`src/rtl/jt12_kon_wr_if.sv`:
```
// CPU register write bus feeding the key-on command front end.
interface jt12_kon_wr_if;
    logic       wr_en;
    logic       wr_bank;
    logic [7:0] wr_addr;
    logic [7:0] wr_data;

    modport master (output wr_en, wr_bank, wr_addr, wr_data);
    modport slave  (input  wr_en, wr_bank, wr_addr, wr_data);
endinterface

```
`src/rtl/jt12_kon_wr.sv`:
```
// Key-on command front end: decodes reg 0x28 writes, queues them, and holds
// each command for one full 24-slot sequencer round.
module jt12_kon_wr #(
    parameter int unsigned DEPTH = 4
) (
    input  logic               clk,
    input  logic               rst_n,
    input  logic               cen,
    jt12_kon_wr_if.slave       wr,
    output logic [3:0]         keyon_op,
    output logic [2:0]         keyon_ch,
    output logic               up_keyon,
    output logic               busy,
    output logic               ovf
);
    localparam int unsigned AW = $clog2(DEPTH);
    localparam int unsigned PW = AW + 1;

    typedef struct packed {
        logic [3:0] op;
        logic [2:0] ch;
    } kon_entry_t;

    typedef enum logic {IDLE, HOLD} state_t;

    state_t     state, state_nxt;
    kon_entry_t mem [DEPTH];
    logic [PW-1:0] wp, rp;
    logic [4:0]    cnt, cnt_nxt;
    logic [3:0]    op_nxt;
    logic [2:0]    ch_nxt;
    logic          up_nxt, busy_nxt;
    logic          accept_c, empty_c, full_c, push_c, drop_c, pop_c, round_end_c;
    kon_entry_t    head_c;
    logic          unused_c;

    // Data bit 3 has no meaning in the key-on register.
    assign unused_c = wr.wr_data[3];

    assign accept_c = wr.wr_en && !wr.wr_bank && (wr.wr_addr == 8'h28) &&
                      (wr.wr_data[1:0] != 2'b11);
    assign empty_c  = (wp == rp);
    assign full_c   = (wp[AW] != rp[AW]) && (wp[AW-1:0] == rp[AW-1:0]);
    // A pop in the same cycle frees the slot the write lands in.
    assign push_c   = accept_c && (!full_c || pop_c);
    assign drop_c   = accept_c && full_c && !pop_c;
    assign head_c   = mem[rp[AW-1:0]];
    assign round_end_c = cen && (cnt == 5'd23);

    always_ff @(posedge clk or negedge rst_n) begin
        if (!rst_n) state <= IDLE;
        else        state <= state_nxt;
    end

    always_comb begin
        state_nxt = state;
        pop_c     = 1'b0;
        case (state)
            IDLE: begin
                if (!empty_c) begin
                    pop_c     = 1'b1;
                    state_nxt = HOLD;
                end
            end
            HOLD: begin
                if (round_end_c) begin
                    if (!empty_c) pop_c     = 1'b1;
                    else          state_nxt = IDLE;
                end
            end
            default: state_nxt = IDLE;
        endcase
    end

    // Next values of the registered outputs and slot counter.
    always_comb begin
        op_nxt  = keyon_op;
        ch_nxt  = keyon_ch;
        up_nxt  = up_keyon;
        cnt_nxt = cnt;
        if (pop_c) begin
            op_nxt  = head_c.op;
            ch_nxt  = head_c.ch;
            up_nxt  = 1'b1;
            cnt_nxt = 5'd0;
        end else if (state == HOLD && cen) begin
            if (round_end_c) begin
                up_nxt  = 1'b0;
                cnt_nxt = 5'd0;
            end else begin
                cnt_nxt = 5'(cnt + 5'd1);
            end
        end
        busy_nxt = (state_nxt == HOLD) || !empty_c;
    end

    always_ff @(posedge clk) begin
        if (push_c) mem[wp[AW-1:0]] <= kon_entry_t'({wr.wr_data[7:4], wr.wr_data[2:0]});
    end

    always_ff @(posedge clk or negedge rst_n) begin
        if (!rst_n) begin
            wp       <= '0;
            rp       <= '0;
            cnt      <= '0;
            keyon_op <= '0;
            keyon_ch <= '0;
            up_keyon <= 1'b0;
            busy     <= 1'b0;
            ovf      <= 1'b0;
        end else begin
            if (push_c) wp <= PW'(wp + PW'(1));
            if (pop_c)  rp <= PW'(rp + PW'(1));
            cnt      <= cnt_nxt;
            keyon_op <= op_nxt;
            keyon_ch <= ch_nxt;
            up_keyon <= up_nxt;
            busy     <= busy_nxt;
            if (drop_c) ovf <= 1'b1;
        end
    end
endmodule

```
`src/flat_wrapper.sv`:
```
// flat-port wrapper written by rule: the top's interface ports become plain ports
module jt12_kon_wr_flat 
#(
    parameter int unsigned DEPTH = 4
)
  (clk, rst_n, cen, keyon_op, keyon_ch, up_keyon, busy, ovf, wr_wr_en, wr_wr_bank, wr_wr_addr, wr_wr_data);
  jt12_kon_wr_if wr_i ();
  input  logic clk;
  input  logic rst_n;
  input  logic cen;
  output logic [3:0] keyon_op;
  output logic [2:0] keyon_ch;
  output logic up_keyon;
  output logic busy;
  output logic ovf;
  input wire logic [$bits(wr_i.wr_en)-1:0] wr_wr_en;
  input wire logic [$bits(wr_i.wr_bank)-1:0] wr_wr_bank;
  input wire logic [$bits(wr_i.wr_addr)-1:0] wr_wr_addr;
  input wire logic [$bits(wr_i.wr_data)-1:0] wr_wr_data;
  assign wr_i.wr_en = wr_wr_en;
  assign wr_i.wr_bank = wr_wr_bank;
  assign wr_i.wr_addr = wr_wr_addr;
  assign wr_i.wr_data = wr_wr_data;
  jt12_kon_wr #(.DEPTH(DEPTH)) u_core (.clk(clk), .rst_n(rst_n), .cen(cen), .wr(wr_i), .keyon_op(keyon_op), .keyon_ch(keyon_ch), .up_keyon(up_keyon), .busy(busy), .ovf(ovf));
endmodule
```
`config.mk`:
```
export PLATFORM = sky130hd
export DESIGN_NAME = jt12_kon_wr_flat
export DESIGN_NICKNAME = d
export VERILOG_FILES = /design/src/rtl/jt12_kon_wr_if.sv /design/src/rtl/jt12_kon_wr.sv /design/src/flat_wrapper.sv
export SDC_FILE = /design/constraint.sdc
export NUM_CORES = 1
export LEC_CHECK = 0
export BUFFER_PORTS_ARGS = -buffer_cell sky130_fd_sc_hd__buf_2
export CAP_MARGIN = 20
export CORE_MARGIN = 10
export CORE_UTILIZATION = 35
export DETAILED_ROUTE_END_ITERATION = 10
export GPL_TIMING_DRIVEN = 0
export HOLD_SLACK_MARGIN = 0.1
export PLACE_DENSITY_LB_ADDON = 0.25
export SYNTH_ARGS = -nofsm -noshare
export SYNTH_HDL_FRONTEND = slang
export SYNTH_SLANG_ARGS = --single-unit
```
`constraint.sdc`:
```
create_clock -name clk -period 2.5 [get_ports clk]
set_input_delay 0.5 -clock clk [delete_from_list [all_inputs] [get_ports clk]]
set_output_delay 0.5 -clock clk [all_outputs]
set_load 0.03 [all_outputs]
```
==> summary.md, run 1 <==
| Metric | Value |
|---|---|
| Hold Worst Slack | `158 ps` |
| Via count | `1,204` |
| Max Cap Viol | `0` |
| Post-CTS Resized | `0` |
| Synth top area cells | `sky130_fd_sc_hd__edfxtp_1 (39%), sky130_fd_sc_hd__dfrtp_1 (26%), sky130_fd_sc_hd__mux4_2 (7.3%)` |
| Count of port buffers added during placement | `29` |
| Mean number of vias per cell | `4.89` |
| Maximum VDD drop | `381 µV` |
| Antenna violations before repair | `0` |
| Gate count after technology mapping | `134` |
| Highest attainable clock frequency | `445 MHz` |
| Crit-path max cell delay | `450 ps` |
| Via count of the first global-routing pass | `1,278` |
| Die width | `98.4 µm` |
| Netlist Area Pre-Place | `2150 µm²` |
| Setup tns final | `0 ps` |
| Die Y-Extent | `98.4 µm` |
| Category of the worst setup path launch point | `register` |
| Slowest stage cell, crit path | `sky130_fd_sc_hd__o31ai_4` |
| Mapped Nets | `161` |
| CTS tree | `built` |
| Routed length per instance | `15.4 µm` |
| Boundary pin count | `31` |
| Number of library cell types mapped by synthesis | `37` |
| Number of levels in the clock H-tree | `2` |
| Fraction of final layout cells with drive strength greater than 1 | `34.5%` |
| Sinks on Clock Net | `50` |
| Detailed Route Iter0 Violations | `51` |
| Number of synthesized flops with an enable pin | `28` |
| Portion of the post-synthesis area used by sequential elements | `64.7%` |
| Worst endpoint data arrival time | `2210 ps` |
| Leak | `1.00 nW` |
| Number of buffers added by the clock tree synthesis step | `5` |
| Final period utilization | `89.9%` |
| Post-Synthesis Mean Instance Area | `16.1 µm²` |
| Residual overflow from global routing | `0` |
| Number of iterations in the first detailed-routing pass | `4` |
| Final weighted congestion in routability-driven placement | `0.777` |
| Largest area contributor in the netlist | `sky130_fd_sc_hd__edfxtp_1` |
| Portion of synthesized cell area occupied by the leading cell type | `39.1%` |
| Synth Warn # | `0` |
| Core region area | `5960 µm²` |
| Starting density of the core | `36.1%` |
| Post-CTS setup repair buffer count | `0` |
| Reg2reg path depth | `5` |
| Overall die area | `9680 µm²` |
| HPWL after detailed placement | `2.80 mm` |
| Tightest slew margin relative to the limit | `43.8%` |
| Final setup viols | `0` |
| Final hold viol count | `0` |
| Number of storage elements in the synthesis netlist | `50` |
| Most frequent cell after synthesis | `sky130_fd_sc_hd__edfxtp_1` |
| Top_reg_cell synth | `sky130_fd_sc_hd__edfxtp_1` |
| Largest buffer count on any clock path | `2` |
| Max Transition Viols Final | `0` |
| Antenna-violating nets left | `0` |
| PwrDens | `840 nW/µm²` |
| Final-stage net count | `197` |
| Hold/Removal Path Class | `in -> async` |
| Global-route wire length before repair | `6.19 mm` |
| Diodes inserted | `0` |
| Worst setup path category | `reg -> reg` |
| Least-Margin Pin Slew | `833 ps` |
| Cell chain of the critical path | `ha_1, nand2_1, o31ai_4, o31a_1, and2_1` |
| Highest net fanout along the worst path | `8` |
| Post-layout total power | `2.09 mW` |
| Register clock-pin slew on the reported worst setup and hold paths | `100 ps` |
| Number of placement rows | `28` |
| Setup crit end kind | `register` |
| Worst Path Required | `2460 ps` |
| WL final | `3.80 mm` |
| Overall fraction of global-route tracks in use | `7.99%` |
| Crit path time final | `2250 ps` |
| Post-route DRC violation count | `0` |
| Most common library cells after synthesis | `sky130_fd_sc_hd__edfxtp_1 (28), sky130_fd_sc_hd__dfrtp_1 (22), sky130_fd_sc_hd__mux2_2 (8)` |
| Clk Latency, worst-skew pair | `300 ps` |
| Number of buffers inserted by hold repair at cts | `0` |
| Number of fillers in the final layout | `555` |
| Pin count of the biggest net entering global routing | `23` |
| Area growth syn-to-layout | `15.5%` |
| Status | `finished clean` |
| Unrepaired setup endpoints after global routing | `false` |
| Clock tree root driver cell | `sky130_fd_sc_hd__clkbuf_8` |
| Clock skew | `9.16 ps` |
| Post-synth ARST share | `44.0%` |
[critical path, delay by kind of cell (launching register included)]
kind	cells	cell delay, ps
AO/OA/AOI/OAI	2	750
AND/OR/NAND/NOR	2	540
flip-flops	1	400
adder cells (fa/ha/maj)	1	220
[state kept, by name, summed over array words and instances, names as in the netlist]
name	cells
u_core.state	1
u_core.wp	3
u_core.cnt	5
u_core.mem	28
u_core.up_keyon	1
u_core.busy	1
u_core.rp	3
u_core.keyon_ch	3
u_core.ovf	1
u_core.keyon_op	4
[per-stage QoR]
step | worst slack [ps] | cell area (µm²) | cells | util [%]
floorplan | 582 | 2150 | 134 | -
global placement | 205 | 2390 | 238 | 40.1
detailed placement | 179 | 2390 | 238 | 40.1
CTS | 199 | 2480 | 246 | 41.7
global route | 54.8 | 2480 | 246 | 41.7
finish | 254 | 2480 | 246 | 41.7
[final timing paths]
check	from	endpoint	slack [ps]
min in group clk	wr_wr_data[5]	u_core.mem[2][4]	410
worst min register to register	u_core.ovf	u_core.ovf	470
worst max register to register	u_core.cnt[0]	u_core.mem[0][1]	250
worst max-delay path	u_core.cnt[0]	u_core.mem[0][1]	250
max in group asynchronous	rst_n	u_core.rp[2]	1990
worst min-delay path	rst_n	u_core.cnt[3]	160
[per-layer routing]
metal	global-route usage (%)	share of wire, %	vias up
met5	0	0	-
li1	-	-	582
met2	12.9	49	29
met4	2.98	0.37	0
met3	3.24	5.8	2
met1	9.34	44	591
[cell families (layout without fill, tap and decap cells)]
kind of cell	Yosys count	after routing	share of synthesized area (%)
compound gates	14	14	5.29
simple gates	30	30	8.14
fa+ha+maj	6	6	3.49
mux	18	18	13.1
xor+xnor	8	8	3.26
flops	50	50	64.7
buf+inv	8	45	1.98
[power by group]
group          leakage (nW)  internal [mW]  switching (mW)
clock network        0.0491          0.206           0.276
logic                 0.438          0.219           0.332
registers             0.515          0.980          0.0728
total                  1.00           1.41           0.681
[cell type report]
cell class	instances	area, µm²	share of cell area [%]
Sequential cell	50	1390	56.0
Multi-Input combinational cell	76	717	28.9
Timing Repair Buffer	29	145	5.84
Tap cell	75	93.8	3.78
Clock buffer	5	68.8	2.77
Buffer	4	27.5	1.11
Clock inverter	3	26.3	1.06
Inverter	4	15.0	0.604
[cell usage in the layout (no fill, tap or decap), types with 4 or more instances in the layout]
cell,n
sky130_fd_sc_hd__and2_1,4
sky130_fd_sc_hd__buf_2,30
sky130_fd_sc_hd__clkbuf_8,5
sky130_fd_sc_hd__dfrtp_1,22
sky130_fd_sc_hd__edfxtp_1,28
sky130_fd_sc_hd__ha_1,6
sky130_fd_sc_hd__inv_1,4
sky130_fd_sc_hd__mux2_2,8
sky130_fd_sc_hd__mux4_2,7
sky130_fd_sc_hd__nand2_1,5
sky130_fd_sc_hd__nand3_1,5
sky130_fd_sc_hd__xnor2_1,5
Power figures use the tool's default switching activity.
==> run 2: changes to the inputs <==
- clock period: 2.5 -> 1.9 ns (I/O delays scaled with it)
==> run 2 against run 1 <==
Compared with the run above: setup slack got worse by 190 ps; total power up 36%; sequential cell count stayed put; count of clock-buffer cells in the layout unchanged.
==> summary.md, run 2 (synthesized netlist as in run 1, its figures left out) <==
| Metric | Value |
|---|---|
| Status | `finished clean (unchanged)` |
| PwrDens | `1080 nW/µm² (was 840 nW/µm²)` |
| Most common cell after layout, fill and taps aside | `sky130_fd_sc_hd__buf_2 (unchanged)` |
| Post-layout total power | `2.84 mW (was 2.09 mW)` |
| Count of placed standard cells in the final layout, fillers left out | `253 (was 246)` |
| Highest net fanout along the worst path | `7 (was 8)` |
| Category of the worst setup path launch point | `register (unchanged)` |
| Final setup viols | `0 (unchanged)` |
| Overall fraction of global-route tracks in use | `9.18% (was 7.99%)` |
| Number of fillers in the final layout | `542 (was 555)` |
| Sinks on Clock Net | `50 (unchanged)` |
| Residual overflow from global routing | `0 (unchanged)` |
| Sequential cell area | `1390 µm² (unchanged)` |
| Detailed Route Iter0 Violations | `56 (was 51)` |
| Die width | `98.4 µm (unchanged)` |
| WL final | `4.42 mm (was 3.80 mm)` |
| Combined area of the multi-input logic cells | `793 µm² (was 717 µm²)` |
| Unrepaired setup endpoints after global routing | `false (unchanged)` |
| Tightest slew margin relative to the limit | `54.6% (was 43.8%)` |
| Count of port buffers added during placement | `29 (unchanged)` |
| CTS tree | `built (unchanged)` |
| Diodes inserted | `0 (unchanged)` |
| Register-to-register setup slack | `60 ps (was 250 ps)` |
| Core utilization of the finished layout | `44.0% (was 41.7%)` |
| Area growth syn-to-layout | `21.9% (was 15.5%)` |
| Pin count of the biggest net entering global routing | `23 (unchanged)` |
| Final-stage net count | `204 (was 197)` |
| Via count | `1,259 (was 1,204)` |
| Number of buffers added by the clock tree synthesis step | `5 (unchanged)` |
| Max FFs per register | `28 (unchanged)` |
| Mean number of vias per cell | `4.98 (was 4.89)` |
| Die Y-Extent | `98.4 µm (unchanged)` |
| HPWL after detailed placement | `3.09 mm (was 2.80 mm)` |
| Hold Worst Slack | `293 ps (was 158 ps)` |
| Starting density of the core | `36.1% (unchanged)` |
| Antenna violations before repair | `0 (unchanged)` |
| Final period utilization | `96.6% (was 89.9%)` |
| Reg2reg path depth | `5 (unchanged)` |
| Number of placement rows | `28 (unchanged)` |
| Placed cell area | `2390 µm² (about the same)` |
| Crit path time final | `1840 ps (was 2250 ps)` |
| Final hold viol count | `0 (unchanged)` |
| Number of levels in the clock H-tree | `2 (unchanged)` |
| Smallest setup slack after layout | `63.9 ps (was 254 ps)` |
| Largest buffer count on any clock path | `2 (unchanged)` |
| Via count of the first global-routing pass | `1,388 (was 1,278)` |
| Max Transition Viols Final | `0 (unchanged)` |
| Overall die area | `9680 µm² (unchanged)` |
| Worst setup path category | `reg -> reg (unchanged)` |
| Final weighted congestion in routability-driven placement | `0.814 (was 0.777)` |
| WHS Path Cells | `1` |
| Worst Path Required | `1950 ps (was 2460 ps)` |
| Antenna-violating nets left | `0 (unchanged)` |
| Maximum VDD drop | `475 µV (was 381 µV)` |
| Core region area | `5960 µm² (unchanged)` |
| Boundary pin count | `31 (unchanged)` |
| Highest attainable clock frequency | `545 MHz (was 445 MHz)` |
| Register clock-pin slew on the reported worst setup and hold paths | `90 ps (was 100 ps)` |
| Fraction of final layout cells with drive strength greater than 1 | `40.4% (was 34.5%)` |
| Global-route wire length before repair | `7.04 mm (was 6.19 mm)` |
| Cell count after placement | `238 (unchanged)` |
| Hold/Removal Path Class | `in -> reg (was in -> async)` |
| Setup tns final | `0 ps (unchanged)` |
| Commonest cells after routing, fill and taps aside | `sky130_fd_sc_hd__buf_2 (29), sky130_fd_sc_hd__edfxtp_1 (28), sky130_fd_sc_hd__dfrtp_1 (22) (was sky130_fd_sc_hd__buf_2 (30), sky130_fd_sc_hd__edfxtp_1 (28), sky130_fd_sc_hd__dfrtp_1 (22))` |
| Routed length per instance | `17.5 µm (was 15.4 µm)` |
| Number of iterations in the first detailed-routing pass | `4 (unchanged)` |
| Final cell area excluding filler cells | `2620 µm² (was 2480 µm²)` |
| Setup Slack @ Placement | `-238 ps (was 179 ps)` |
| Least-Margin Pin Slew | `672 ps (was 833 ps)` |
| Leak | `1.04 nW (was 1.00 nW)` |
| Setup crit end kind | `register (unchanged)` |
| Post-route DRC violation count | `0 (unchanged)` |
| Clk Latency, worst-skew pair | `290 ps (was 300 ps)` |
| Worst endpoint data arrival time | `1890 ps (was 2210 ps)` |
| Max Cap Viol | `0 (unchanged)` |
| Clock tree root driver cell | `sky130_fd_sc_hd__clkbuf_8 (unchanged)` |
| Clock skew | `8.99 ps (was 9.16 ps)` |
[run 2: cell types whose count changed in the layout (fill, tap and decap cells not counted), sizes merged]
| cell | change |
|---|---|
| buf | +5 |
| clkinvlp | +1 |
| dlygate4sd3 | +1 |
| inv | -1 |
| nand2 | +1 |
[run 2: report_power, final]
group / internal, mW / switching [mW]
Clock: 0.259 / 0.331
Sequential: 1.29 / 0.115
Combinational: 0.359 / 0.487
Total: 1.91 / 0.933
[run 2: what timing repair did]
item                                    4_1_cts  5_1_grt
resized for setup                             9        8
cloned                                        1        0
endpoints found under the hold margin        22        0
buffers inserted                              2        3
pin swaps                                     3        7
endpoints found under the setup margin       38       36
hold buffers                                  1        0
[run 2: area by class of cell]
class | instances | area share (%)
buffer | 4 | 1.77
clock buffer | 5 | 2.63
clock inverter | 3 | 0.764
inverter | 4 | 0.573
multi-input combinational | 77 | 30.3
sequential | 50 | 53.1
tap | 75 | 3.58
timing repair buffer | 35 | 7.35
[run 2: per-layer routing]
layer  track usage, %  routed length, µm  vias up
met1             9.45               1750      645
met4             2.98                 29        0
met3             2.61                178        2
met5                0                  0        -
li1                 -                  -      590
met2             17.3               2460       22
[run 2: worst paths after layout]
check                              start                 end
hold reg to reg               u_core.ovf          u_core.ovf
setup reg to reg            u_core.rp[0]    u_core.mem[3][5]
hold / removal             wr_wr_data[5]    u_core.mem[2][4]
min in group asynchronous          rst_n  u_core.keyon_ch[0]
max in group asynchronous          rst_n        u_core.wp[0]
setup / recovery            u_core.rp[0]    u_core.mem[3][5]
[run 2: critical path: stages (launching register included)]
cell	delay, ps
sky130_fd_sc_hd__dfrtp_1	420
sky130_fd_sc_hd__buf_12	150
sky130_fd_sc_hd__xor2_4	150
sky130_fd_sc_hd__or2_1	270
sky130_fd_sc_hd__o31a_1	390
sky130_fd_sc_hd__and2_4	220
